### config.mk
export PLATFORM = sky130hd
export DESIGN_NAME = mem_port_arbiter
export DESIGN_NICKNAME = d
export VERILOG_FILES = /design/src/rtl/cpu_mem_pkg.sv /design/src/rtl/arb_streak_ctr.sv /design/src/rtl/mem_port_arbiter.sv
export SDC_FILE = /design/constraint.sdc
export NUM_CORES = 1
export LEC_CHECK = 0
export CORE_ASPECT_RATIO = 1.2
export CORE_UTILIZATION = 30
export DETAILED_ROUTE_END_ITERATION = 10
export MAX_ROUTING_LAYER = met4
export PLACE_DENSITY = 0.6
export REMOVE_ABC_BUFFERS = 1
export SLEW_MARGIN = 20
export SYNTH_ARGS = -nofsm -noshare
export SYNTH_HDL_FRONTEND = slang
export SYNTH_HIERARCHICAL = 1
export SYNTH_SLANG_ARGS = --single-unit
### constraint.sdc
create_clock -name clk_i -period 2.8 [get_ports clk_i]
set_clock_uncertainty 0.15 [all_clocks]
set_input_delay 0.28 -clock clk_i [delete_from_list [all_inputs] [get_ports clk_i]]
set_output_delay 0.28 -clock clk_i [all_outputs]
set_load 0.1 [all_outputs]
### src/rtl/cpu_mem_pkg.sv
// Shared types for the unified memory port arbiter.
// FSM states, port ownership and the bus-error fill pattern.
package cpu_mem_pkg;

  typedef enum logic [1:0] {
    IDLE = 2'd0,
    BUSY = 2'd1,
    RESP = 2'd2
  } state_t;

  typedef enum logic {
    OWN_IF = 1'b0,
    OWN_DM = 1'b1
  } owner_t;

  localparam logic [31:0] MEM_ERR_DATA = 32'hDEAD_BEEF;

endpackage

### src/rtl/arb_streak_ctr.sv
// Counts consecutive data grants made while a fetch waits.
// Raises force_if once the streak reaches MAX.
module arb_streak_ctr #(
  parameter int MAX = 4
) (
  input  logic clk_i,
  input  logic rst_i,
  input  logic grant_dm_i,
  input  logic grant_if_i,
  input  logic if_req_i,
  output logic force_if_o
);

  localparam int CW = $clog2(MAX + 1);

  logic [CW-1:0] r_cnt;

  always_ff @(posedge clk_i or negedge rst_i) begin
    if (!rst_i) begin
      r_cnt <= '0;
    end else if (grant_if_i) begin
      r_cnt <= '0;
    end else if (grant_dm_i) begin
      if (!if_req_i)
        r_cnt <= '0;
      else if (r_cnt != CW'(MAX))
        r_cnt <= r_cnt + 1'b1;
    end
  end

  assign force_if_o = (r_cnt == CW'(MAX));

endmodule

### src/rtl/mem_port_arbiter.sv
// Serialises IF and MEM stage accesses onto one memory port.
// Data wins by default; the streak counter bounds fetch starvation.
module mem_port_arbiter
  import cpu_mem_pkg::*;
#(
  parameter int AW              = 32,
  parameter int DW              = 32,
  parameter int MAX_DATA_STREAK = 4,
  parameter int TIMEOUT_CYC     = 64
) (
  input  logic          clk_i,
  input  logic          rst_i,
  input  logic          if_req_i,
  input  logic [AW-1:0] if_addr_i,
  input  logic          if_flush_i,
  output logic [DW-1:0] if_rdata_o,
  output logic          if_ready_o,
  input  logic          dm_req_i,
  input  logic          dm_we_i,
  input  logic [AW-1:0] dm_addr_i,
  input  logic [DW-1:0] dm_wdata_i,
  output logic [DW-1:0] dm_rdata_o,
  output logic          dm_ready_o,
  output logic          mem_req_o,
  output logic          mem_we_o,
  output logic [AW-1:0] mem_addr_o,
  output logic [DW-1:0] mem_wdata_o,
  input  logic          mem_ack_i,
  input  logic [DW-1:0] mem_rdata_i,
  output logic          stall_o,
  output logic          err_o
);

  localparam int TW =
    (TIMEOUT_CYC > 1) ? $clog2(TIMEOUT_CYC) : 1;

  state_t        r_state;
  state_t        w_next;
  owner_t        r_owner;
  logic [AW-1:0] r_addr;
  logic          r_we;
  logic [DW-1:0] r_wdata;
  logic [DW-1:0] r_if_rdata;
  logic [DW-1:0] r_dm_rdata;
  logic          r_discard;
  logic          r_err;
  logic [TW-1:0] r_tcnt;

  logic          w_idle;
  logic          w_busy;
  logic          w_resp;
  logic          w_force_if;
  logic          w_grant_dm;
  logic          w_grant_if;
  logic          w_timeout;
  logic          w_discard;
  logic          w_rd_upd;
  logic [DW-1:0] w_rd_val;

  assign w_idle = (r_state == IDLE);
  assign w_busy = (r_state == BUSY);
  assign w_resp = (r_state == RESP);

  assign w_grant_dm = w_idle & dm_req_i &
                      ~(if_req_i & w_force_if);
  assign w_grant_if = w_idle & if_req_i & ~w_grant_dm;

  assign w_timeout = w_busy & ~mem_ack_i &
                     (r_tcnt == TW'(TIMEOUT_CYC - 1));

  // A flush in the response cycle itself still kills the pulse.
  assign w_discard = r_discard | if_flush_i;

  assign w_rd_upd = w_busy & (mem_ack_i | w_timeout);
  assign w_rd_val = mem_ack_i ? mem_rdata_i
                              : DW'(MEM_ERR_DATA);

  arb_streak_ctr #(
    .MAX (MAX_DATA_STREAK)
  ) u_streak (
    .clk_i      (clk_i),
    .rst_i      (rst_i),
    .grant_dm_i (w_grant_dm),
    .grant_if_i (w_grant_if),
    .if_req_i   (if_req_i),
    .force_if_o (w_force_if)
  );

  always_ff @(posedge clk_i or negedge rst_i) begin
    if (!rst_i) r_state <= IDLE;
    else        r_state <= w_next;
  end

  always_comb begin
    w_next = r_state;
    unique case (r_state)
      IDLE: if (w_grant_dm | w_grant_if) w_next = BUSY;
      BUSY: if (mem_ack_i | w_timeout)  w_next = RESP;
      RESP: w_next = IDLE;
      default: w_next = IDLE;
    endcase
  end

  always_comb begin
    mem_req_o  = 1'b0;
    mem_we_o   = 1'b0;
    if_ready_o = 1'b0;
    dm_ready_o = 1'b0;
    unique case (1'b1)
      w_busy: begin
        mem_req_o = 1'b1;
        mem_we_o  = r_we;
      end
      w_resp: begin
        if_ready_o = (r_owner == OWN_IF) & ~w_discard;
        dm_ready_o = (r_owner == OWN_DM);
      end
      default: ;
    endcase
  end

  always_ff @(posedge clk_i or negedge rst_i) begin
    if (!rst_i) begin
      r_owner    <= OWN_IF;
      r_addr     <= '0;
      r_we       <= 1'b0;
      r_wdata    <= '0;
      r_if_rdata <= '0;
      r_dm_rdata <= '0;
      r_discard  <= 1'b0;
      r_err      <= 1'b0;
      r_tcnt     <= '0;
    end else begin
      if (w_grant_dm | w_grant_if) begin
        r_owner <= w_grant_dm ? OWN_DM : OWN_IF;
        r_addr  <= w_grant_dm ? dm_addr_i : if_addr_i;
        r_we    <= w_grant_dm & dm_we_i;
        r_wdata <= w_grant_dm ? dm_wdata_i : '0;
        r_tcnt  <= '0;
      end
      if (w_busy & ~mem_ack_i & ~w_timeout)
        r_tcnt <= r_tcnt + 1'b1;
      if (w_timeout)
        r_err <= 1'b1;
      if (w_rd_upd) begin
        if (r_owner == OWN_DM)
          r_dm_rdata <= w_rd_val;
        else if (!w_discard)
          r_if_rdata <= w_rd_val;
      end
      if (w_resp)
        r_discard <= 1'b0;
      else if (w_busy & (r_owner == OWN_IF) & if_flush_i)
        r_discard <= 1'b1;
    end
  end

  assign if_rdata_o  = r_if_rdata;
  assign dm_rdata_o  = r_dm_rdata;
  assign mem_addr_o  = r_addr;
  assign mem_wdata_o = r_wdata;
  assign err_o       = r_err;
  assign stall_o     = (if_req_i & ~if_ready_o) |
                       (dm_req_i & ~dm_ready_o);

endmodule
# ---- After elaboration in Yosys (flattened, before gate mapping)
# Cells that the tools add are included.
dict set report word_totals {
  regBits 143
  latchBits 0
  ramBits 0
  rom_bits 0
  input_bits 135
  out_inout_bits 134
  memories 0
}
dict set report op_classes {
  n_addsub 2
  mul 0
  div_mod_pow 0
  order_cmp 0
  eq_ne 8
  shifts 0
  n_mux 19
  n_bitwise 27
  reduce_logical 8
}
# operator n
set ops {}
lappend ops {{32-bit two-way mux} 3}
lappend ops {{1-bit AND} 15}
lappend ops {{3-bit two-way mux} 4}
lappend ops {{6-bit two-way mux} 2}
lappend ops {{1-bit NOT} 8}
lappend ops {{1-bit two-way mux} 7}
lappend ops {{6-bit by 1-bit adder with 6-bit output (second input constant)} 1}
lappend ops {{6-bit equality test (second input constant)} 1}
lappend ops {{2-bit AND reduction} 3}
lappend ops {{2-bit nonzero test} 3}
lappend ops {{2-bit two-way mux} 2}
lappend ops {{2-bit by 1-bit != test with 1-bit output (second input constant)} 2}
lappend ops {{1-bit bitwise OR} 4}
lappend ops {{2-bit one-hot mux with 2 select lines} 1}
lappend ops {{3-bit by 1-bit adder with 3-bit output (second input constant)} 1}
lappend ops {{3-bit equality test (second input constant)} 1}
lappend ops {{3-bit by 1-bit != test with 1-bit output (second input constant)} 1}
lappend ops {{3-bit != test (second input constant)} 1}
lappend ops {{3-bit AND reduction} 1}
lappend ops {{2-bit by 1-bit equality test with 1-bit output (second input constant)} 1}
lappend ops {{2-bit equality test (second input constant)} 1}
lappend ops {{2-bit logical NOT} 1}

# ---- Depth between registers and ports, before layout
dict set report depth {
  depth_word 9
  depth_mapped 9
  ltp_nobuf 7
}

# ---- Cells and area by module
# Netlist, hierarchy kept.
# mod n_inst cells_each area_each_um2 seq_area_each_um2
set by_module_without_submodules {}
lappend by_module_without_submodules {mem_port_arbiter 1 390 5432.7 3503.4}
lappend by_module_without_submodules {arb_streak_ctr 1 20 183.9 75.1}

# ---- Worst setup path before layout
# Ideal clock, no wire load.
dict set report synth_timing {
  path_type {register to output}
  startpoint {register r_state[1]}
  endpoint {output stall_o}
  t_arrival_ps 4081
  slack_ps -1711
  path_stages_with_launch 4
  cell_sequence {dfrtp_1 nor3b_1 a21bo_2 o21ai_0}
}
dict set report synth_via {
  elab_chain_cells 5
  elab_cells_between_ends 8
  cone_classes {eq/ne: 1; mux: 2; bitwise: 5}
}
# element line_no
set synth_lines {}
lappend synth_lines {{start, declared} mem_port_arbiter.sv:37} ;# state_t r_state;
lappend synth_lines {{start signal, assigned} mem_port_arbiter.sv:91} ;# else r_state <= w_next;
lappend synth_lines {{2-bit equality test} mem_port_arbiter.sv:62} ;# assign w_resp = (r_state == RESP);
lappend synth_lines {{1-bit two-way mux} mem_port_arbiter.sv:109} ;# unique case (1'b1)
lappend synth_lines {{net dm_ready_o} mem_port_arbiter.sv:23} ;# output logic dm_ready_o,
lappend synth_lines {{1-bit NOT} mem_port_arbiter.sv:164} ;# (dm_req_i & ~dm_ready_o);
lappend synth_lines {{1-bit AND} mem_port_arbiter.sv:164}
lappend synth_lines {{1-bit bitwise OR} mem_port_arbiter.sv:163} ;# assign stall_o = (if_req_i & ~if_ready_o) |
lappend synth_lines {{end, declared} mem_port_arbiter.sv:30} ;# output logic stall_o,
# The timed path passes the listed nets, and every way through them passes these cells.

# ---- Worst setup path after layout
dict set report layout_timing {
  startpoint {register r_discard}
  endpoint {output stall_o}
}
dict set report layout_via {
  elab_chain_cells 7
}
# element line_no
set layout_lines {}
lappend layout_lines {{start, declared} mem_port_arbiter.sv:45} ;# logic r_discard;
lappend layout_lines {{start signal, assigned} mem_port_arbiter.sv:130} ;# r_discard <= 1'b0;
lappend layout_lines {{start signal, assigned} mem_port_arbiter.sv:152} ;# r_discard <= 1'b0;
lappend layout_lines {{start signal, assigned} mem_port_arbiter.sv:154} ;# r_discard <= 1'b1;
lappend layout_lines {{1-bit bitwise OR} mem_port_arbiter.sv:72} ;# assign w_discard = r_discard | if_flush_i;
lappend layout_lines {{1-bit NOT (no line)} --}
lappend layout_lines {{1-bit AND} mem_port_arbiter.sv:115} ;# if_ready_o = (r_owner == OWN_IF) & ~w_discard;
lappend layout_lines {{1-bit two-way mux} mem_port_arbiter.sv:109}
lappend layout_lines {{1-bit NOT} mem_port_arbiter.sv:163}
lappend layout_lines {{1-bit AND} mem_port_arbiter.sv:163}
lappend layout_lines {{1-bit bitwise OR} mem_port_arbiter.sv:163}
# No other way between the ends.

==> metrics.md <==
| Metric | Value |
|---|---|
| Die Width | `126.9 µm` |
| Critical Path AT | `approximately 1.7 ns` |
| Initial antenna violation count | `0` |
| Row count | `54` |
| Post-layout min period | `~2.2 ns` |
| PnR worst setup slack | `0.6258 ns` |
| Mapped Area | `5617 µm²` |
| Commonest non-fill, non-tap cells in the layout | `dfrtp_1 (143), buf_4 (137), clkdlybuf4s50_1 (133), a22o_1 (49), o22a_1 (48)` |
| Fmax | `0.4599 GHz` |
| Synth Flop Type | `dfrtp_1` |
| Initial Util | `0.3079` |
| Clock Tree Buf Depth | `2` |
| Synth warn | `6` |
| # DRC | `0` |
| Antenna diode count | `0` |
| Most common cell after layout, fill and taps aside | `dfrtp_1` |
| Post-synth EDFFs | `0` |
| ANT nets after route | `0` |
| Unrepaired setup endpoints after global routing | `no` |
| Cell family with most CP delay | `simple AND/OR/NAND/NOR gates` |
| H-tree levels | `4` |
| Port Buf Inserts | `~270` |
| Fin util | `0.4850` |
| Vias | `between 4,000 and 5,000` |
| WL/cell | `18.29 µm` |
| DR vias/cell | `just over 5` |
| Initial DRT Pass Iterations | `4` |
| Synthesis-to-layout area growth | `57.52%` |
| Global-route wire length before repair | `~27,000 µm` |
| Clock sinks | `143` |
| Core Footprint | `18,240 µm²` |
| GRT Overall Usage | `0.1830` |
| Slew margin rel. | `0.5497` |
| Post-synth ARST share | `1.000` |
| Num CTS Buffers | `17` |
| Layout cells sized above 1 | `0.2710` |
| Final Hold Viols | `0` |
| Die span in y | `151.9 µm` |
| Max FO, Critical Path | `3` |
| Total routed wirelength | `roughly 17,000 µm` |
| Root Driver | `clkbuf_16` |
| Flops & latches, synth | `between 100 and 150` |
| Clk Latency, worst-skew pair | `0.41 ns` |
| Worst-path cell chain | `nor3_1 -> and3b_1 -> o21ai_0 -> buf_12` |
| Clk pin slew, worst setup/hold paths | `about 0.06 ns` |
| CP startpoint kind | `flip-flop` |
| Kind of critical path | `reg2out` |
| Total I/O pin count | `269` |
| CTS tree | `done` |
| Buf/Inv on CP | `1` |
| Slew Limit Fails | `0` |
| Critical Path RT | `about 2.4 ns` |
| First DRT Iteration DRCs | `203` |
| HPWL Detailed | `11,910 µm` |
| DIE AREA | `between 15,000 and 20,000 µm²` |
| Worst Max-Slew Pin Slew | `0.6710 ns` |
| Cells after Synth | `410` |
| Worst Hold Class | `in2async` |
| Cts repair resizes | `0` |
| Tcrit/Tclk final | `0.7765` |
| Placer Congestion | `approximately 0.76` |
| Status | `finished, final reports clean` |
| Final net count | `roughly 820` |
| Pre-CTS setup slack | `~0.35 ns` |
| Mean Syn Cell Area | `roughly 14 µm²` |
| Critical path's slowest cell | `dfrtp_1` |
| Seq/Total Area, Yosys | `0.6371` |
| Max-cap violation count | `0` |
| Global route overflow | `0` |
| Pin count of the biggest net entering global routing | `83` |
| Worst path max stage delay | `~0.39 ns` |
| Final-report setup violation count | `0` |
| Number of distinct library cells after synthesis | `40` |
| Crit path capture type | `output pin` |
| Vias in the first global route | `approximately 5,000` |
[final timing paths]
kind                                               startpoint                         end  slack [ns]  depth (start not counted)
worst max-delay path                    r_discard$_DFFE_PN0P_                     stall_o        0.63                          4
worst min-delay path                                    rst_i   if_rdata_o[9]$_DFFE_PN0P_        0.12                          2
worst max register to register  u_streak/r_cnt[0]$_DFFE_PN0P_  mem_addr_o[11]$_DFFE_PN0P_        0.65                          7
worst min register to register              err_o$_DFFE_PN0P_           err_o$_DFFE_PN0P_        0.31                          1
max in group asynchronous                               rst_i  mem_addr_o[29]$_DFFE_PN0P_        1.56                          3
min in group clk_i                          err_o$_DFFE_PN0P_           err_o$_DFFE_PN0P_        0.31                          1
[sequential cells by signal (all words and copies together), names as in the netlist]
| register | cells |
|---|---|
| u_streak/r_cnt | 3 |
| mem_wdata_o | 32 |
| mem_addr_o | 32 |
| r_state | 2 |
| dm_rdata_o | 32 |
| r_we | 1 |
| if_rdata_o | 32 |
| err_o | 1 |
| r_owner | 1 |
| r_discard | 1 |
| r_tcnt | 6 |
[kinds of logic (layout without fill, tap and decap cells)]
logic type                 after synthesis  in the layout  synth area share
and+or+nand+nor                         72             72           0.07930
adders and majority gates                3              3          0.006684
AOI/OAI and AO/OA                      155            155            0.2390
buffers and inverters                   36            316           0.03609
muxes                                    1              1          0.001782
DFF                                    143            143            0.6371
[what timing repair did]
action / in CTS / in global routing
hold endpoints to repair: 143 / 0
hold buffers: 1 / 0
setup buffers: 0 / 0
[synth_stat cells (all sizes together), types with 2 or more instances]
cell | n | share of area
a221o | 32 | 0.057
nand2 | 9 | 0.0069
inv | 7 | 0.0047
a21o | 2 | 0.0027
o211ai | 2 | 0.0027
ha | 3 | 0.0067
buf | 24 | 0.028
a31oi | 4 | 0.0045
nand2b | 3 | 0.0033
nor3b | 2 | 0.0036
a21bo | 2 | 0.0036
o22a | 48 | 0.075
dfrtp | 143 | 0.64
nand4 | 4 | 0.0045
and2 | 37 | 0.042
a22o | 49 | 0.076
nor2b | 5 | 0.0069
a21oi | 5 | 0.0058
clkbuf | 5 | 0.0033
and3 | 3 | 0.0033
nand3 | 5 | 0.0045
o21ai | 9 | 0.0087
[metrics by stage]
| stage | instances | instance area (µm²) | TNS, ns | hold slack (ns) |
|---|---|---|---|---|
| 2_1_floorplan | 381 | 5440 | -7.699 | -0.1656 |
| 3_3_place_gp | 881 | 8212 | 0 | -0.02385 |
| 3_5_place_dp | 881 | 8212 | 0 | -0.02113 |
| 4_1_cts | 914 | 8842 | 0 | 0.09621 |
| 5_1_grt | 914 | 8847 | 0 | 0.1090 |
| 6_report | 914 | 8847 | 0 | 0.1175 |
[per-layer routing]
layer / track usage / up-vias / part of all wire
met5: - / - / 0
met4: 0.06973 / 0 / 0.017
met3: 0.05739 / 22 / 0.084
met2: 0.2936 / 225 / 0.48
met1: 0.2135 / 2306 / 0.41
li1: - / 2102 / -
[layout make-up]
cell class / count / area, µm²
sequential: 143 / 3578
fill: 1661 / 9395
inverter: 7 / 26.28
clock buffer: 18 / 439.2
multi-input combinational: 231 / 1861
clock inverter: 14 / 181.4
tap: 224 / 280.3
timing repair buffer: 277 / 2481
Power is left out: the tool's default activity adds up to more than one toggle a clock period on the data nets, which glitch-free logic cannot reach.
